===== src/rtl/fp_addsub_seq.sv =====
// Multi-cycle floating-point add/subtract with round-to-nearest-even and flush-to-zero.
// States: IDLE wait | UNPACK specials/order | ALIGN shift B | ADD | NORM | ROUND.
module fp_addsub_seq #(
    parameter int EXP_W = 5,
    parameter int MAN_W = 10
) (
    input  logic                 clk,
    input  logic                 reset,
    input  logic                 start,
    input  logic                 op,
    input  logic [EXP_W+MAN_W:0] x,
    input  logic [EXP_W+MAN_W:0] y,
    output logic                 busy,
    output logic                 done,
    output logic [EXP_W+MAN_W:0] result,
    output logic                 overflow,
    output logic                 underflow,
    output logic                 invalid
);
    localparam int W      = 1 + EXP_W + MAN_W;
    localparam int SW     = MAN_W + 5;
    localparam int MAX_SH = MAN_W + 3;
    localparam int CW     = $clog2(MAX_SH + 1);
    localparam logic [EXP_W-1:0] EXP_ONES = '1;
    localparam logic [EXP_W:0]   EXP_INC  = (EXP_W+1)'(1);
    localparam logic [W-1:0]     QNAN     = {1'b0, EXP_ONES, 1'b1, {(MAN_W-1){1'b0}}};

    typedef enum logic [2:0] {S_IDLE, S_UNPACK, S_ALIGN, S_ADD, S_NORM, S_ROUND} state_t;

    state_t           state, state_n;
    logic [W-1:0]     xr, xr_n, yr, yr_n, result_n;
    logic             opr, opr_n, sign_a, sign_a_n, sign_b, sign_b_n;
    logic [EXP_W:0]   exp_r, exp_n;
    logic [SW-1:0]    sig_a, sig_a_n, sig_b, sig_b_n;
    logic [CW-1:0]    cnt, cnt_n;
    logic             done_n, ovf_n, unf_n, inv_n;

    logic             sx, sy, nan_x, nan_y, inf_x, inf_y, zero_x, zero_y, special, x_big;
    logic [EXP_W-1:0] ex, ey, ediff;
    logic [MAN_W-1:0] fx, fy;
    logic [SW-1:0]    sig_x, sig_y, sum;
    logic             round_up;
    logic [MAN_W+1:0] mant;
    logic [EXP_W:0]   exp_rnd;
    logic [MAN_W-1:0] frac_rnd;

    // Operand fields; op is folded into y's sign here.
    assign sx      = xr[W-1];
    assign sy      = yr[W-1] ^ opr;
    assign ex      = xr[W-2:MAN_W];
    assign ey      = yr[W-2:MAN_W];
    assign fx      = xr[MAN_W-1:0];
    assign fy      = yr[MAN_W-1:0];
    assign nan_x   = (ex == EXP_ONES) && (fx != '0);
    assign nan_y   = (ey == EXP_ONES) && (fy != '0);
    assign inf_x   = (ex == EXP_ONES) && (fx == '0);
    assign inf_y   = (ey == EXP_ONES) && (fy == '0);
    assign zero_x  = (ex == '0);
    assign zero_y  = (ey == '0);
    assign special = nan_x | nan_y | inf_x | inf_y | zero_x | zero_y;
    assign x_big   = xr[W-2:0] >= yr[W-2:0];
    assign ediff   = x_big ? (ex - ey) : (ey - ex);
    assign sig_x   = {2'b01, fx, 3'b000};
    assign sig_y   = {2'b01, fy, 3'b000};

    assign sum      = (sign_a == sign_b) ? (sig_a + sig_b) : (sig_a - sig_b);
    assign round_up = sig_a[2] & (sig_a[1] | sig_a[0] | sig_a[3]);
    assign mant     = {1'b0, sig_a[SW-2:3]} + (MAN_W+2)'(round_up);
    assign exp_rnd  = exp_r + (EXP_W+1)'(mant[MAN_W+1]);
    assign frac_rnd = mant[MAN_W+1] ? mant[MAN_W:1] : mant[MAN_W-1:0];

    assign busy = (state != S_IDLE);

    always_comb begin
        state_n  = state;
        xr_n     = xr;
        yr_n     = yr;
        opr_n    = opr;
        sign_a_n = sign_a;
        sign_b_n = sign_b;
        exp_n    = exp_r;
        sig_a_n  = sig_a;
        sig_b_n  = sig_b;
        cnt_n    = cnt;
        result_n = result;
        ovf_n    = overflow;
        unf_n    = underflow;
        inv_n    = invalid;
        done_n   = 1'b0;
        case (state)
            S_IDLE: begin
                if (start) begin
                    xr_n    = x;
                    yr_n    = y;
                    opr_n   = op;
                    ovf_n   = 1'b0;
                    unf_n   = 1'b0;
                    inv_n   = 1'b0;
                    state_n = S_UNPACK;
                end
            end
            S_UNPACK: begin
                if (special) begin
                    done_n  = 1'b1;
                    state_n = S_IDLE;
                    if (nan_x || nan_y || (inf_x && inf_y && (sx != sy))) begin
                        result_n = QNAN;
                        inv_n    = 1'b1;
                    end else if (inf_x)
                        result_n = xr;
                    else if (inf_y)
                        result_n = {sy, yr[W-2:0]};
                    else if (zero_x && zero_y)
                        result_n = {sx & sy, {(W-1){1'b0}}};
                    else if (zero_x)
                        result_n = {sy, yr[W-2:0]};
                    else
                        result_n = xr;
                end else begin
                    sign_a_n = x_big ? sx : sy;
                    sign_b_n = x_big ? sy : sx;
                    exp_n    = {1'b0, x_big ? ex : ey};
                    sig_a_n  = x_big ? sig_x : sig_y;
                    sig_b_n  = x_big ? sig_y : sig_x;
                    cnt_n    = (int'(ediff) > MAX_SH) ? CW'(MAX_SH) : CW'(ediff);
                    state_n  = (ediff == '0) ? S_ADD : S_ALIGN;
                end
            end
            S_ALIGN: begin
                sig_b_n = {1'b0, sig_b[SW-1:2], sig_b[1] | sig_b[0]};
                cnt_n   = cnt - CW'(1);
                if (cnt == CW'(1))
                    state_n = S_ADD;
            end
            S_ADD: begin
                if (sum == '0) begin
                    result_n = '0;
                    done_n   = 1'b1;
                    state_n  = S_IDLE;
                end else begin
                    sig_a_n = sum;
                    state_n = (sum[SW-1] || !sum[SW-2]) ? S_NORM : S_ROUND;
                end
            end
            S_NORM: begin
                if (sig_a[SW-1]) begin
                    sig_a_n = {1'b0, sig_a[SW-1:2], sig_a[1] | sig_a[0]};
                    exp_n   = exp_r + EXP_INC;
                    state_n = S_ROUND;
                end else if (exp_r == EXP_INC) begin
                    // Another left shift would need exponent 0: the result is subnormal.
                    result_n = {sign_a, {(W-1){1'b0}}};
                    unf_n    = 1'b1;
                    done_n   = 1'b1;
                    state_n  = S_IDLE;
                end else begin
                    sig_a_n = {sig_a[SW-2:0], 1'b0};
                    exp_n   = exp_r - EXP_INC;
                    if (sig_a[SW-3])
                        state_n = S_ROUND;
                end
            end
            S_ROUND: begin
                done_n  = 1'b1;
                state_n = S_IDLE;
                if (exp_rnd >= {1'b0, EXP_ONES}) begin
                    result_n = {sign_a, EXP_ONES, {MAN_W{1'b0}}};
                    ovf_n    = 1'b1;
                end else
                    result_n = {sign_a, exp_rnd[EXP_W-1:0], frac_rnd};
            end
            default: state_n = S_IDLE;
        endcase
    end

    always_ff @(posedge clk or posedge reset) begin
        if (reset)
            state <= S_IDLE;
        else
            state <= state_n;
    end

    always_ff @(posedge clk or posedge reset) begin
        if (reset) begin
            xr        <= '0;
            yr        <= '0;
            opr       <= 1'b0;
            sign_a    <= 1'b0;
            sign_b    <= 1'b0;
            exp_r     <= '0;
            sig_a     <= '0;
            sig_b     <= '0;
            cnt       <= '0;
            result    <= '0;
            overflow  <= 1'b0;
            underflow <= 1'b0;
            invalid   <= 1'b0;
            done      <= 1'b0;
        end else begin
            xr        <= xr_n;
            yr        <= yr_n;
            opr       <= opr_n;
            sign_a    <= sign_a_n;
            sign_b    <= sign_b_n;
            exp_r     <= exp_n;
            sig_a     <= sig_a_n;
            sig_b     <= sig_b_n;
            cnt       <= cnt_n;
            result    <= result_n;
            overflow  <= ovf_n;
            underflow <= unf_n;
            invalid   <= inv_n;
            done      <= done_n;
        end
    end
endmodule


===== config.mk =====
export PLATFORM = sky130hd
export DESIGN_NAME = fp_addsub_seq
export DESIGN_NICKNAME = d
export VERILOG_FILES = /design/src/rtl/fp_addsub_seq.sv
export SDC_FILE = /design/constraint.sdc
export NUM_CORES = 1
export LEC_CHECK = 0
export CORE_UTILIZATION = 55
export CTS_BUF_LIST = sky130_fd_sc_hd__clkbuf_4
export DETAILED_ROUTE_END_ITERATION = 10
export GPL_ROUTABILITY_DRIVEN = 0
export HOLD_SLACK_MARGIN = 0.05
export PLACE_DENSITY = 0.79
export SLEW_MARGIN = 20
export SYNTH_ARGS = -nofsm -noshare
export SYNTH_HDL_FRONTEND = slang
export SYNTH_SLANG_ARGS = --single-unit

===== constraint.sdc =====
create_clock -name clk -period 4.4 [get_ports clk]
set_clock_uncertainty 0.1 [all_clocks]
set_input_delay 1.32 -clock clk [delete_from_list [all_inputs] [get_ports clk]]
set_output_delay 1.32 -clock clk [all_outputs]
set_load 0.005 [all_outputs]

# ---- Yosys cells after proc, flatten, opt, wreduce, memory -nomap -nowiden
# Index checks and enable logic that the tools add are counted.
dict set report word_totals {
  regBits 98
  out_inout_bits 21
  in_bits 36
  wordCells 159
}
dict set report op_classes {
  n_mux 57
  n_reduce_logical 39
  bitwise_logic 12
  order_cmp 3
  n_eq_ne 23
  n_addsub 9
}
# operator n
set op_table {}
lappend op_table {{$mux W16} 9}
lappend op_table {{$mux W15} 7}
lappend op_table {{$pmux W16 S4} 1}
lappend op_table {{$pmux W15 S3} 1}
lappend op_table {{$pmux W15 S2} 1}
lappend op_table {{$mux W13} 2}
lappend op_table {{$logic_not A10 Y1} 2}
lappend op_table {{$ne A2 B2 Y1 const B} 10}
lappend op_table {{$reduce_bool A10 Y1} 2}
lappend op_table {{$mux W3} 6}
lappend op_table {{$mux W6} 3}
lappend op_table {{$add A15 B15 Y15} 1}
lappend op_table {{$ge A15 B15 Y1} 1}
lappend op_table {{$logic_not A15 Y1} 1}
lappend op_table {{$logic_not A5 Y1} 3}
lappend op_table {{$pmux W3 S5} 1}
lappend op_table {{$sub A15 B15 Y15} 1}
lappend op_table {{$mux W1} 14}
lappend op_table {{$add A11 B1 Y12} 1}
lappend op_table {{$pmux W6 S2} 1}
lappend op_table {{$reduce_and A3 Y1} 4}
lappend op_table {{$reduce_and A4 Y1} 3}
lappend op_table {{$eq A5 B5 Y1 const B} 2}
lappend op_table {{$mux W10} 1}
lappend op_table {{other kinds (35)} 65}

# ---- Logic depth before layout (Yosys ltp)
dict set report logic_depth {
  depth_word 9
  ltp_mapped 16
  mapped_depth_nobuf 15
}

# ---- Worst setup path before layout
# Ideal clock, no wire load.
dict set report synth_path {
  path_type {register to register}
  start {reg sig_b[2]}
  end {reg result[0]}
  required_ns 4.175
  period_less_slack_ns 4.410
  arrival_time_ns 4.185
  path_stages_with_launch 16
  setup_ns 0.125
  slack_ns -0.010
  path_buffers 1
  path_cell_list {dfrtp_1 -> nor3_1 -> nand3_1 -> or2_2 -> o41ai_1 -> xnor2_1 -> ha_1 -> a21oi_1 -> a21oi_1 -> mux2_2 -> nor4_1 -> nand2_1 -> or4_4 -> o211ai_4 -> buf_12 -> mux2_4}
}
dict set report synth_via {
  elab_chain_len 5
  word_cells_on_any_way 6
  cone_classes {add/sub (2); eq/ne (1); mux (1); reduce/logical (2)}
}
# element line_no
set synth_rtl {}
lappend synth_rtl {{start, declared} 34} ;# logic [SW-1:0] sig_a, sig_a_n, sig_b, sig_b_n;
lappend synth_rtl {{start signal, assigned} 207} ;# sig_b <= sig_b_n;
lappend synth_rtl {{$sub A15 B15 Y15 / $add A15 B15 Y15 (equally long branches)} 66} ;# assign sum = (sign_a == sign_b) ? (sig_a + sig_b) : (sig_a - sig_b);
lappend synth_rtl {{$mux W15 (*)} 66}
lappend synth_rtl {{$logic_not A15 Y1 (*)} 136} ;# if (sum == '0) begin
lappend synth_rtl {{$ne A2 B2 Y1 (no line) (*)} --}
lappend synth_rtl {{$reduce_and A5 Y1 (no line) (*)} --}
lappend synth_rtl {{end signal, assigned} 209} ;# result <= result_n;
lappend synth_rtl {{end, declared} 15} ;# output logic [EXP_W+MAN_W:0] result,
# Every way passes the cells marked *; elsewhere a longest branch is shown, timed or not.
# A chain may end at the register's enable or synchronous reset.

# ---- Worst setup path in the final report
dict set report layout_path {
  start {reg sig_b[0]}
  end {reg result[15]}
}
# Same word-level chain as after synthesis.

==> results.sh <==
export IMPL_yosysWarnings=0
export IMPL_synth_mux_area_frac=0.0997
export IMPL_cts_sinks=97
export IMPL_initial_utilization=0.567
export IMPL_hold_path_class="register to register"
export IMPL_layout_min_cycle_time_ns=4.40
export IMPL_setup_slack_ns=0.0000560
export IMPL_end_kind="register"
export IMPL_final_seq_area_mm2=0.00243
export IMPL_report_final_slew_viol_count=0
export IMPL_yosys_area_share_simple=0.161
export IMPL_r2r_cells=16
export IMPL_first_pass_iters=6
export IMPL_fill_cells=998
export IMPL_hold_viol_final=0
export IMPL_synth_area_mm2=0.00719
export IMPL_status="completed"
export IMPL_slew_headroom=0.420
export IMPL_io_pins=57
export IMPL_gr_usage_all_layers=0.301
export IMPL_setup_violations=0
export IMPL_reg2reg_from="sig_b[0]$_DFFE_PP0P_"
export IMPL_synthesis_nets=902
export IMPL_routed_wl_um=20500
export IMPL_cts_max_level=3
export IMPL_worstPathRequired_ns=4.68
export IMPL_final_cell_mix="94 x dfrtp_1, 77 x nand2_1, 71 x o21ai_0"
export IMPL_cts_tree="built"
export IMPL_core_area_mm2=0.0127
export IMPL_grt_setup_unrepaired="yes"
export IMPL_drc_errors=0
export IMPL_rrSetupSlack_ns=0.00006
export IMPL_hold_depth=1
export IMPL_grt_antenna_before_repair=1
export IMPL_ant_nets=0
export IMPL_synth_seq_cells=97
export IMPL_wl_per_cell_um=19.3
export IMPL_final_cell_count_no_fill=1064
export IMPL_dpl_instance_area_mm2=0.00806
export IMPL_dr_total_vias=6785
export IMPL_syn_avg_cell_area_um2=8.80
export IMPL_yosysSeqAreaShare=0.338
export IMPL_path_clk_slew_ns=0.17
export IMPL_ys_async_sr_fraction=1.00
export IMPL_worstMarginPinSlew_ns=0.866
export IMPL_grt_max_degree=50
export IMPL_hpwl_um=14700
export IMPL_fin_crit_sh=1.00
export IMPL_synthDistinctLibCells=68
export IMPL_drv_cap=0
export IMPL_grt_pass1_vias=6264
export IMPL_cp_start_kind="register"
export IMPL_synthFlopType="dfrtp_1"
export IMPL_synth_edf_count=0
export IMPL_synth_top_family_by_area="compound AO/OA/AOI/OAI gates"
export IMPL_numCtsBuffers=9
export IMPL_place_ws_ns=-0.0592
export IMPL_drtIter0Drc=844
export IMPL_insertion_delay_ns=0.48
export IMPL_synth_compound_area_frac=0.211
export IMPL_critPathKind="register to register"
export IMPL_cp_max_fo=7
export IMPL_final_net_count=971
export IMPL_die_h_um=116
export IMPL_dieWidth_um=116
export IMPL_dp_cells=1034
export IMPL_area_growth_pct=19.1
export IMPL_clock_fmax_mhz=227
export IMPL_worstHoldStart="result[8]$_DFFE_PP0P_"
export IMPL_min_to="result[8]$_DFFE_PP0P_"
export IMPL_via_per_inst=6.38
export IMPL_multiInputGateArea_mm2=0.00471
export IMPL_grt_pass1_wl_um=31300
export IMPL_dieArea_mm2=0.0135
export IMPL_final_common_cell="dfrtp_1"
export IMPL_fin_area_mm2=0.00856
export IMPL_rows=41
export IMPL_synth_xor_area_frac=0.0560
export IMPL_root_buffer="clkbuf_4"
export IMPL_synth_fa_ha_area_frac=0.0898
export IMPL_layout_drive_gt1_share=0.164
export IMPL_grt_ovfl_total=0
export IMPL_syn_inst=817
export IMPL_ctsHoldBuffers=0
export IMPL_io_buffers=56
export IMPL_worstPathArrival_ns=4.68
export IMPL_clock_path_buffers=2
export IMPL_r2r_end="result[15]$_DFFE_PP0P_"
-- sequential cells by signal, summed over array words and instances (netlist names), 3 cells and up --
signal  count
sig_b      14
cnt         4
yr         16
sig_a      15
xr         16
state       3
result     16
exp_r       6
-- layout make-up --
class / count / share of cell area
Antenna cell: 1 / 0.000292
Clock buffer: 9 / 0.00789
Clock inverter: 7 / 0.00818
Inverter: 42 / 0.0187
Multi-Input combinational cell: 640 / 0.550
Sequential cell: 97 / 0.284
Tap cell: 172 / 0.0251
Timing Repair Buffer: 96 / 0.106
-- worst max-delay path by stage --
stage / startpoint / endpoint / slack (ns) / depth (start not counted)
2_1_floorplan: sig_b[2]$_DFFE_PP0P_ / result[0]$_DFFE_PP0P_ / 0.05 / 15
3_3_place_gp: sig_b[2]$_DFFE_PP0P_ / result[9]$_DFFE_PP0P_ / 0.01 / 15
3_5_place_dp: sig_b[2]$_DFFE_PP0P_ / result[3]$_DFFE_PP0P_ / -0.06 / 15
4_1_cts: sig_b[2]$_DFFE_PP0P_ / result[5]$_DFFE_PP0P_ / 0.02 / 15
5_1_grt: sig_b[0]$_DFFE_PP0P_ / result[15]$_DFFE_PP0P_ / -0.21 / 16
6_report: sig_b[0]$_DFFE_PP0P_ / result[15]$_DFFE_PP0P_ / 0.00006 / 16
-- kinds of logic (layout without fill, tap and decap cells) --
group,count (synthesis),after routing
AND/OR/NAND/NOR,243,243
AO/OA/AOI/OAI,238,238
flip-flops,97,97
buffers and inverters,80,154
multiplexers,63,63
adder cells (fa/ha/maj),50,50
XOR/XNOR,46,46
other,0,1
-- cells in the mapped netlist (9+ instances only) --
master    number  area (um2)
a22oi_1       23         173
inv_1         42         158
xor2_1        23         201
o22ai_1       10        62.6
nand2_1       77         289
nor3_1        17        85.1
nand3_1       18        90.1
mux2_4         9         135
nor2_1        61         229
clkbuf_1      32         120
a21oi_1       61         305
mux2i_1       21         210
o21ai_0       74         370
and3_1        10        62.6
xnor2_1       23         201
dfrtp_1       97        2430
mux2_2        33         372
nor4_1        10        62.6
ha_1          46         576
-- repair_timing --
action / CTS / global route
pin swaps: 3 / 20
gates resized for setup: 5 / 47
setup endpoints to repair: 16 / 28
setup buffers: 1 / 11
gates cloned: 0 / 1
-- routing by layer --
layer  global-route usage  vias up  wire, um
li1                     -     3125         -
met1                0.413     3175      8510
met2                0.476      402      9620
met3               0.0493       83      1650
met4                0.121        0       737
met5                    0        -         0
-- through the flow --
stage                      util  hold slack, ns  TNS (ns)
after floorplan               -           0.361         0
after global placement    0.636           0.380         0
after detailed placement  0.636           0.397    -0.363
after CTS                 0.649           0.428         0
after global routing      0.676           0.452     -2.86
final                     0.676           0.429         0
-- worst max-delay path, stage by stage, from the launching register on --
cell	delay, ns
dfrtp_1	0.43
inv_1	0.08
ha_2	0.21
and3b_2	0.25
nor2_1	0.14
xor2_1	0.31
buf_4	0.17
ha_1	0.27
nand2_1	0.17
or4_1	0.13
o2111ai_1	0.18
nor3_2	0.26
nand4_1	0.19
or4_4	0.58
o211ai_4	0.30
clkbuf_16	0.23
mux2_4	0.30
Power is not shown: default switching activity piles up to over one toggle a cycle in this logic, so the estimate is an artifact.
